### config.mk
export PLATFORM = sky130hd
export DESIGN_NAME = global_reset_monitor
export DESIGN_NICKNAME = d
export VERILOG_FILES = /design/src/rtl/global_reset_monitor.sv
export SDC_FILE = /design/constraint.sdc
export NUM_CORES = 1
export LEC_CHECK = 0
export ABC_AREA = 1
export CORE_UTILIZATION = 52
export DETAILED_ROUTE_END_ITERATION = 7
export PLACE_DENSITY = 0.82
export SKIP_CTS_REPAIR_TIMING = 1
export SYNTH_ARGS = -nofsm -noshare
export SYNTH_HDL_FRONTEND = slang
export SYNTH_SLANG_ARGS = --single-unit
### constraint.sdc
create_clock -name csi_clockreset_clk -period 1.65 [get_ports csi_clockreset_clk]
set_clock_uncertainty 0.05 [all_clocks]
set_input_delay 0.2475 -clock csi_clockreset_clk [delete_from_list [all_inputs] [get_ports csi_clockreset_clk]]
set_output_delay 0.2475 -clock csi_clockreset_clk [all_outputs]
set_load 0.02 [all_outputs]
### src/rtl/global_reset_monitor.sv
// rtl/global_reset_monitor.sv - reset-request / battery-fail pin monitor with Avalon-MM register slave
module global_reset_monitor #(
    parameter int DEBOUNCE = 1000
) (
    input  logic       csi_clockreset_clk,
    input  logic       csi_clockreset_reset,
    input  logic [1:0] avs_monitor_address,
    input  logic [7:0] avs_monitor_writedata,
    output logic [7:0] avs_monitor_readdata,
    input  logic       avs_monitor_write_n,
    input  logic       avs_monitor_read_n,
    output logic       avs_monitor_waitrequest_n,
    output logic       ins_irq_irq,
    input  logic       RESET_IN,
    input  logic       BATFL_IN
);

    localparam logic [15:0] DEB_MAX = 16'(DEBOUNCE - 1);

    logic        rst_s1, rst_s2, bat_s1, bat_s2;
    logic        deb_rst, deb_bat;
    logic [15:0] cnt_rst, cnt_bat;
    logic [3:0]  event_q, mask_q, ev_set, ev_clr;
    logic [7:0]  batfl_cnt;
    logic        rst_upd, bat_upd, wr_event, wr_mask, wr_count;

    wire unused_ok = &{1'b0, avs_monitor_read_n, avs_monitor_writedata[7:4]};

    always_ff @(posedge csi_clockreset_clk or posedge csi_clockreset_reset) begin
        if (csi_clockreset_reset) begin
            rst_s1 <= 1'b0;
            rst_s2 <= 1'b0;
            bat_s1 <= 1'b1;
            bat_s2 <= 1'b1;
        end else begin
            rst_s1 <= RESET_IN;
            rst_s2 <= rst_s1;
            bat_s1 <= BATFL_IN;
            bat_s2 <= bat_s1;
        end
    end

    assign rst_upd = (rst_s2 != deb_rst) && (cnt_rst == DEB_MAX);
    assign bat_upd = (bat_s2 != deb_bat) && (cnt_bat == DEB_MAX);

    always_ff @(posedge csi_clockreset_clk or posedge csi_clockreset_reset) begin
        if (csi_clockreset_reset) begin
            deb_rst <= 1'b0;
            cnt_rst <= '0;
        end else if (rst_s2 == deb_rst) begin
            cnt_rst <= '0;
        end else if (rst_upd) begin
            deb_rst <= rst_s2;
            cnt_rst <= '0;
        end else begin
            cnt_rst <= cnt_rst + 16'd1;
        end
    end

    always_ff @(posedge csi_clockreset_clk or posedge csi_clockreset_reset) begin
        if (csi_clockreset_reset) begin
            deb_bat <= 1'b1;
            cnt_bat <= '0;
        end else if (bat_s2 == deb_bat) begin
            cnt_bat <= '0;
        end else if (bat_upd) begin
            deb_bat <= bat_s2;
            cnt_bat <= '0;
        end else begin
            cnt_bat <= cnt_bat + 16'd1;
        end
    end

    assign ev_set = {bat_upd & bat_s2, bat_upd & ~bat_s2, rst_upd & ~rst_s2, rst_upd & rst_s2};

    assign wr_event = !avs_monitor_write_n && (avs_monitor_address == 2'd1);
    assign wr_mask  = !avs_monitor_write_n && (avs_monitor_address == 2'd2);
    assign wr_count = !avs_monitor_write_n && (avs_monitor_address == 2'd3);
    assign ev_clr   = wr_event ? avs_monitor_writedata[3:0] : 4'd0;

    // Sets are OR-ed in after the clear so a coincident event is never lost.
    always_ff @(posedge csi_clockreset_clk or posedge csi_clockreset_reset) begin
        if (csi_clockreset_reset) begin
            event_q     <= '0;
            mask_q      <= '0;
            batfl_cnt   <= '0;
            ins_irq_irq <= 1'b0;
        end else begin
            event_q     <= (event_q & ~ev_clr) | ev_set;
            ins_irq_irq <= |(event_q & mask_q);
            if (wr_mask)
                mask_q <= avs_monitor_writedata[3:0];
            if (wr_count)
                batfl_cnt <= {7'd0, ev_set[2]};
            else if (ev_set[2] && batfl_cnt != 8'hFF)
                batfl_cnt <= batfl_cnt + 8'd1;
        end
    end

    always_comb begin
        avs_monitor_readdata = 8'h00;
        case (avs_monitor_address)
            2'd0:    avs_monitor_readdata = {6'd0, deb_bat, deb_rst};
            2'd1:    avs_monitor_readdata = {4'd0, event_q};
            2'd2:    avs_monitor_readdata = {4'd0, mask_q};
            default: avs_monitor_readdata = batfl_cnt;
        endcase
    end

    assign avs_monitor_waitrequest_n = 1'b1;

endmodule

* After elaboration in Yosys (flattened, before gate mapping) *
Index checks and enable logic that the tools add are counted.

word-level totals
  input bits = 16
  logic and storage cells = 57
  output and inout port bits = 10
  register bits after elaboration = 55

operators by class
  equal/unequal tests = 10
  mux-type cells = 8
  reductions and logical operators = 12
  add/sub/neg operators = 3
  bitwise logic cells = 12

operators by type and width
  operator                                                            number
  16-bit 2-to-1 mux                                                   4
  16-bit by 1-bit adder with 16-bit output (second input constant)    2
  16-bit by 10-bit == test with 1-bit output (second input constant)  2
  8-bit one-hot mux with 3 select lines                               1
  8-bit 2-to-1 mux                                                    2
  8-bit by 1-bit adder with 8-bit output (second input constant)      1
  4-bit AND                                                           2
  8-bit inequality test (second input constant)                       1
  1-bit logical AND                                                   6
  1-bit AND                                                           4
  2-bit == test (second input constant)                               2
  4-bit 2-to-1 mux                                                    1
  1-bit NOT                                                           4
  4-bit NOT                                                           1
  4-bit OR                                                            1
  2-bit AND reduction                                                 2
  4-bit OR reduction                                                  1
  1-bit == test                                                       2
  2-bit by 1-bit == test with 1-bit output (second input constant)    1
  2-bit logical NOT                                                   1
  1-bit inequality test                                               2
  2-bit nonzero test                                                  1
  1-bit logical NOT                                                   1

* Logic depth before layout (Yosys ltp) *
  word-level depth = 6
  gate-level depth with buffers = 10
  depth with buffers taken out = 10

* Worst setup path before layout *
OpenSTA, ideal clock, no wires.

  path kind = register -> register
  from = reg batfl_cnt[0]
  to = reg batfl_cnt[0]
  buffers on the path = 0
  period minus slack after synthesis = 1443 ps
  setup time = 124 ps
  arrival = 1269 ps
  required time = 1476 ps
  slack = 207 ps
  cell stages (with the launch flop) = 9
  path through = dfrtp_1 > ha_1 > nand2_1 > inv_1 > nand2_1 > nor2_2 > nand3_1 > o211ai_1 > nand2_1

between the ends
  word-level cells in the longest chain between the ends = 3
  elaborated cells between the ends (all ways) = 6
  those cells by class = add/sub (1); eq/ne (1); mux (2); reduce/logical (2)

ends and longest elaborated chain
  element                                                                          line    RTL
  start, declared                                                                  24      logic [7:0] batfl_cnt;
  start signal, assigned                                                           94      batfl_cnt <= {7'd0, ev_set[2]};
  start signal, assigned                                                           96      batfl_cnt <= batfl_cnt + 8'd1;
  8-bit by 1-bit adder with 8-bit output or 8-bit inequality test (tied branches)  96, 95
  8-bit 2-to-1 mux or 1-bit logical AND (tied branches)                            95      else if (ev_set[2] && batfl_cnt != 8'hFF)
  8-bit 2-to-1 mux or 2-bit nonzero test (tied branches)                           n/a

Several ways; a longest one is shown, not always the timed one. The select of a mux whose other input is x is not followed.
A chain may end at the register's enable or synchronous reset.

* Final worst setup path *
  from = reg deb_bat
  to = out avs_monitor_readdata[1]

between the ends
  word-level cells in the longest chain between the ends = 1

ends and longest elaborated chain
  element                                line  RTL
  start, declared                        21    logic deb_rst, deb_bat;
  start signal, assigned                 67    deb_bat <= bat_s2;
  8-bit one-hot mux with 3 select lines  102   case (avs_monitor_address)
  end, declared                          9     output logic [7:0] avs_monitor_readdata,

No other way between the ends.

==> results.yml <==
floorplan:
  ioPinCount: 26
  design.core.area_mm2: 0.005574
  floorplan.die_area_mm2: 0.006152
  floorplan.rows: 27
  die_w_um: 78.44
  die_height_um: 78.44
  initial_core_util: 0.5450
placed_design:
  numPlacedInstances: 505
  hpwl_um: 4765
  place_worst_setup_slack_ps: -473.5
  gp_congestion: 0.9069
  io_port_bufs: 19
drt:
  detailedRoute.firstPassIterationCount: 5
  routed-via-count: 2726
  routed_wl_um: 6566
  drcViolationCount: 0
  antenna_left: 0
  routed_via_density: 5.202
  detailedRoute.firstIterationViolations: 167
  wire_per_inst_um: 12.53
finish:
  fillers: 463
  layout_commonest_cell: "sky130_fd_sc_hd__nand2_1"
  final_cell_utilization_of_the_core: 0.6608
  most-common-layout-cells: "sky130_fd_sc_hd__nand2_1, sky130_fd_sc_hd__inv_1, sky130_fd_sc_hd__nor2_1, sky130_fd_sc_hd__dfrtp_1, sky130_fd_sc_hd__nand3_1"
  layout.nets: 470
  register_area_mm2: 0.001380
  layout-drive-gt1-share: 0.1504
  syn_to_final_growth_pct: 21.25
  antenna_diode_count: 0
  finalNonFillerCells: 524
  multi_input_area_mm2: 0.001441
outcome:
  status: "complete, no violations"
critical_path:
  worstSetupPathType: "flip-flop to output pin"
  worst-endpoint-required_ps: 1350
  worstSetupStartpointType: "flip-flop"
  worst-path-max-fanout: 4
  setup.worst_path.end_class: "output pin"
  arrival_ps: 1300
grt:
  first_global_vias: 2493
  grt.overflow.total: 0
  grt_max_degree: 56
  initial_antenna_violation_count: 0
  grtUsageTotal: 0.2239
  grt_first_pass_wirelength_um: 10810
synthesis:
  synthesis.nets: 420
  postSynthRegisterBits: 55
  synthesis.yosys.warnings: 0
  post_synth_num_cell_types: 33
  synthesis.instances: 401
  syn_area_per_cell_um2: 7.576
  netlist_area_mm2: 0.003038
  seq_area_frac_synth: 0.4543
sta:
  max_clock_freq_ghz: 0.6253
  setup-tns-final_ps: 0
  final_hold_viol_count: 0
  finalMaxSlewViolations: 0
  rsz0062_at_grt: "true"
  timing.final.setup_violations: 0
  setup_ws_ps: 50.74
  period_minus_slack_ps: 1599
  layout_worst_path_cycle_share: 0.9693
  hold_ws_ps: 242.7
clock_network:
  clock-root-buffer: "sky130_fd_sc_hd__clkbuf_8"
  tritoncts_num_sinks: 55
  cts_tree: "built"
  clock_tree.buffer_depth: 2
  path_clk_slew_ps: 100
  tritoncts.num_buffers: 5
  htreeDepth: 2
  worstSkewPairLatency_ps: 310
hold_path:
  timing.hold.worst.class: "input pin to async pin"
pwr:
  static_leakage_uw: 0.001958
  powerDensity_mw_per_mm2: 643.0
  power.ir.vdd_worst_mv: 0.3348
job:
  max_cap_viol_count: 0
## worst max-delay path: stages, from the launching register on
cell,delay (ps)
sky130_fd_sc_hd__dfstp_2,570
sky130_fd_sc_hd__buf_4,110
sky130_fd_sc_hd__nand3_1,80
sky130_fd_sc_hd__nand4_1,100
sky130_fd_sc_hd__buf_4,140
## power breakdown
group	total [µW]	switching, µW	internal (µW)
registers	1420	31.3	1390
logic	235	132	103
clock network	713	416	297
## registers in the layout, summed over array words and instances, names as in the netlist
register     cells
cnt_bat         16
cnt_rst         16
batfl_cnt        8
event_q          4
mask_q           4
bat_s1           1
bat_s2           1
deb_bat          1
deb_rst          1
ins_irq_irq      1
rst_s1           1
rst_s2           1
## synthesized netlist by cell type, drive strengths merged
| cell type | number | area, µm² |
|---|---|---|
| nor3b | 3 | 22.52 |
| nand3b | 2 | 15.01 |
| nor3 | 12 | 80.08 |
| dfrtp | 52 | 1301 |
| nor4 | 1 | 6.260 |
| o21ai | 15 | 75.07 |
| ha | 3 | 37.54 |
| inv | 67 | 251.5 |
| o2111ai | 1 | 8.760 |
| o221ai | 1 | 8.760 |
| xor2 | 16 | 147.7 |
| nand2 | 103 | 404.1 |
| buf | 2 | 12.51 |
| a21oi | 5 | 25.02 |
| or2 | 4 | 25.03 |
| nand4 | 14 | 87.58 |
| conb | 1 | 3.750 |
| nand3 | 36 | 197.7 |
| dfstp | 3 | 78.83 |
| o211ai | 1 | 7.510 |
| nor2 | 59 | 241.5 |
## through the flow
step	total power, µW	instance area, µm²
final	2369	3684
after global routing	2465	3684
after CTS	2365	3528
after detailed placement	1662	3443
after global placement	1654	3443
after floorplan	1557	3038
## cell families (layout without fill, tap and decap cells)
logic type	count (synthesis)	in the layout	share of synthesized area
and+or+nand+nor	234	234	0.3554
buffers and inverters	69	120	0.08690
DFF	55	55	0.4543
AOI/OAI and AO/OA	23	23	0.04119
xor gates and xnor gates	16	16	0.04860
adders and majority gates	3	3	0.01236
other	1	1	0.001234
## final cells by class
cell class | count | area share
clock buffers | 6 | 0.01970
clock inverters | 2 | 0.003397
inverters | 67 | 0.06963
multi-input cells | 277 | 0.3913
flip-flops and latches | 55 | 0.3747
well taps | 72 | 0.02446
repair buffers | 45 | 0.1168
## metal layers
| layer | vias up | GRT usage | part of all wire |
|---|---|---|---|
| li1 | 1355 | - | - |
| met1 | 1281 | 0.2889 | 0.45 |
| met2 | 78 | 0.3833 | 0.49 |
| met3 | 12 | 0.03140 | 0.043 |
| met4 | 0 | 0.08148 | 0.017 |
| met5 | - | 0 | 0 |
## path summary, 6_finish.rpt
kind	start	to	slack, ps	cells past startpoint
max	deb_bat	avs_monitor_readdata[1]	50	4
min	csi_clockreset_reset	cnt_bat[5]	240	3
max reg2reg	cnt_bat[1]	batfl_cnt[1]	90	9
min reg2reg	rst_s1	rst_s2	300	0
max in group asynchronous	csi_clockreset_reset	deb_bat	1020	3
min in group csi_clockreset_clk	BATFL_IN	bat_s1	290	1
(Power assumes the default switching activity.)
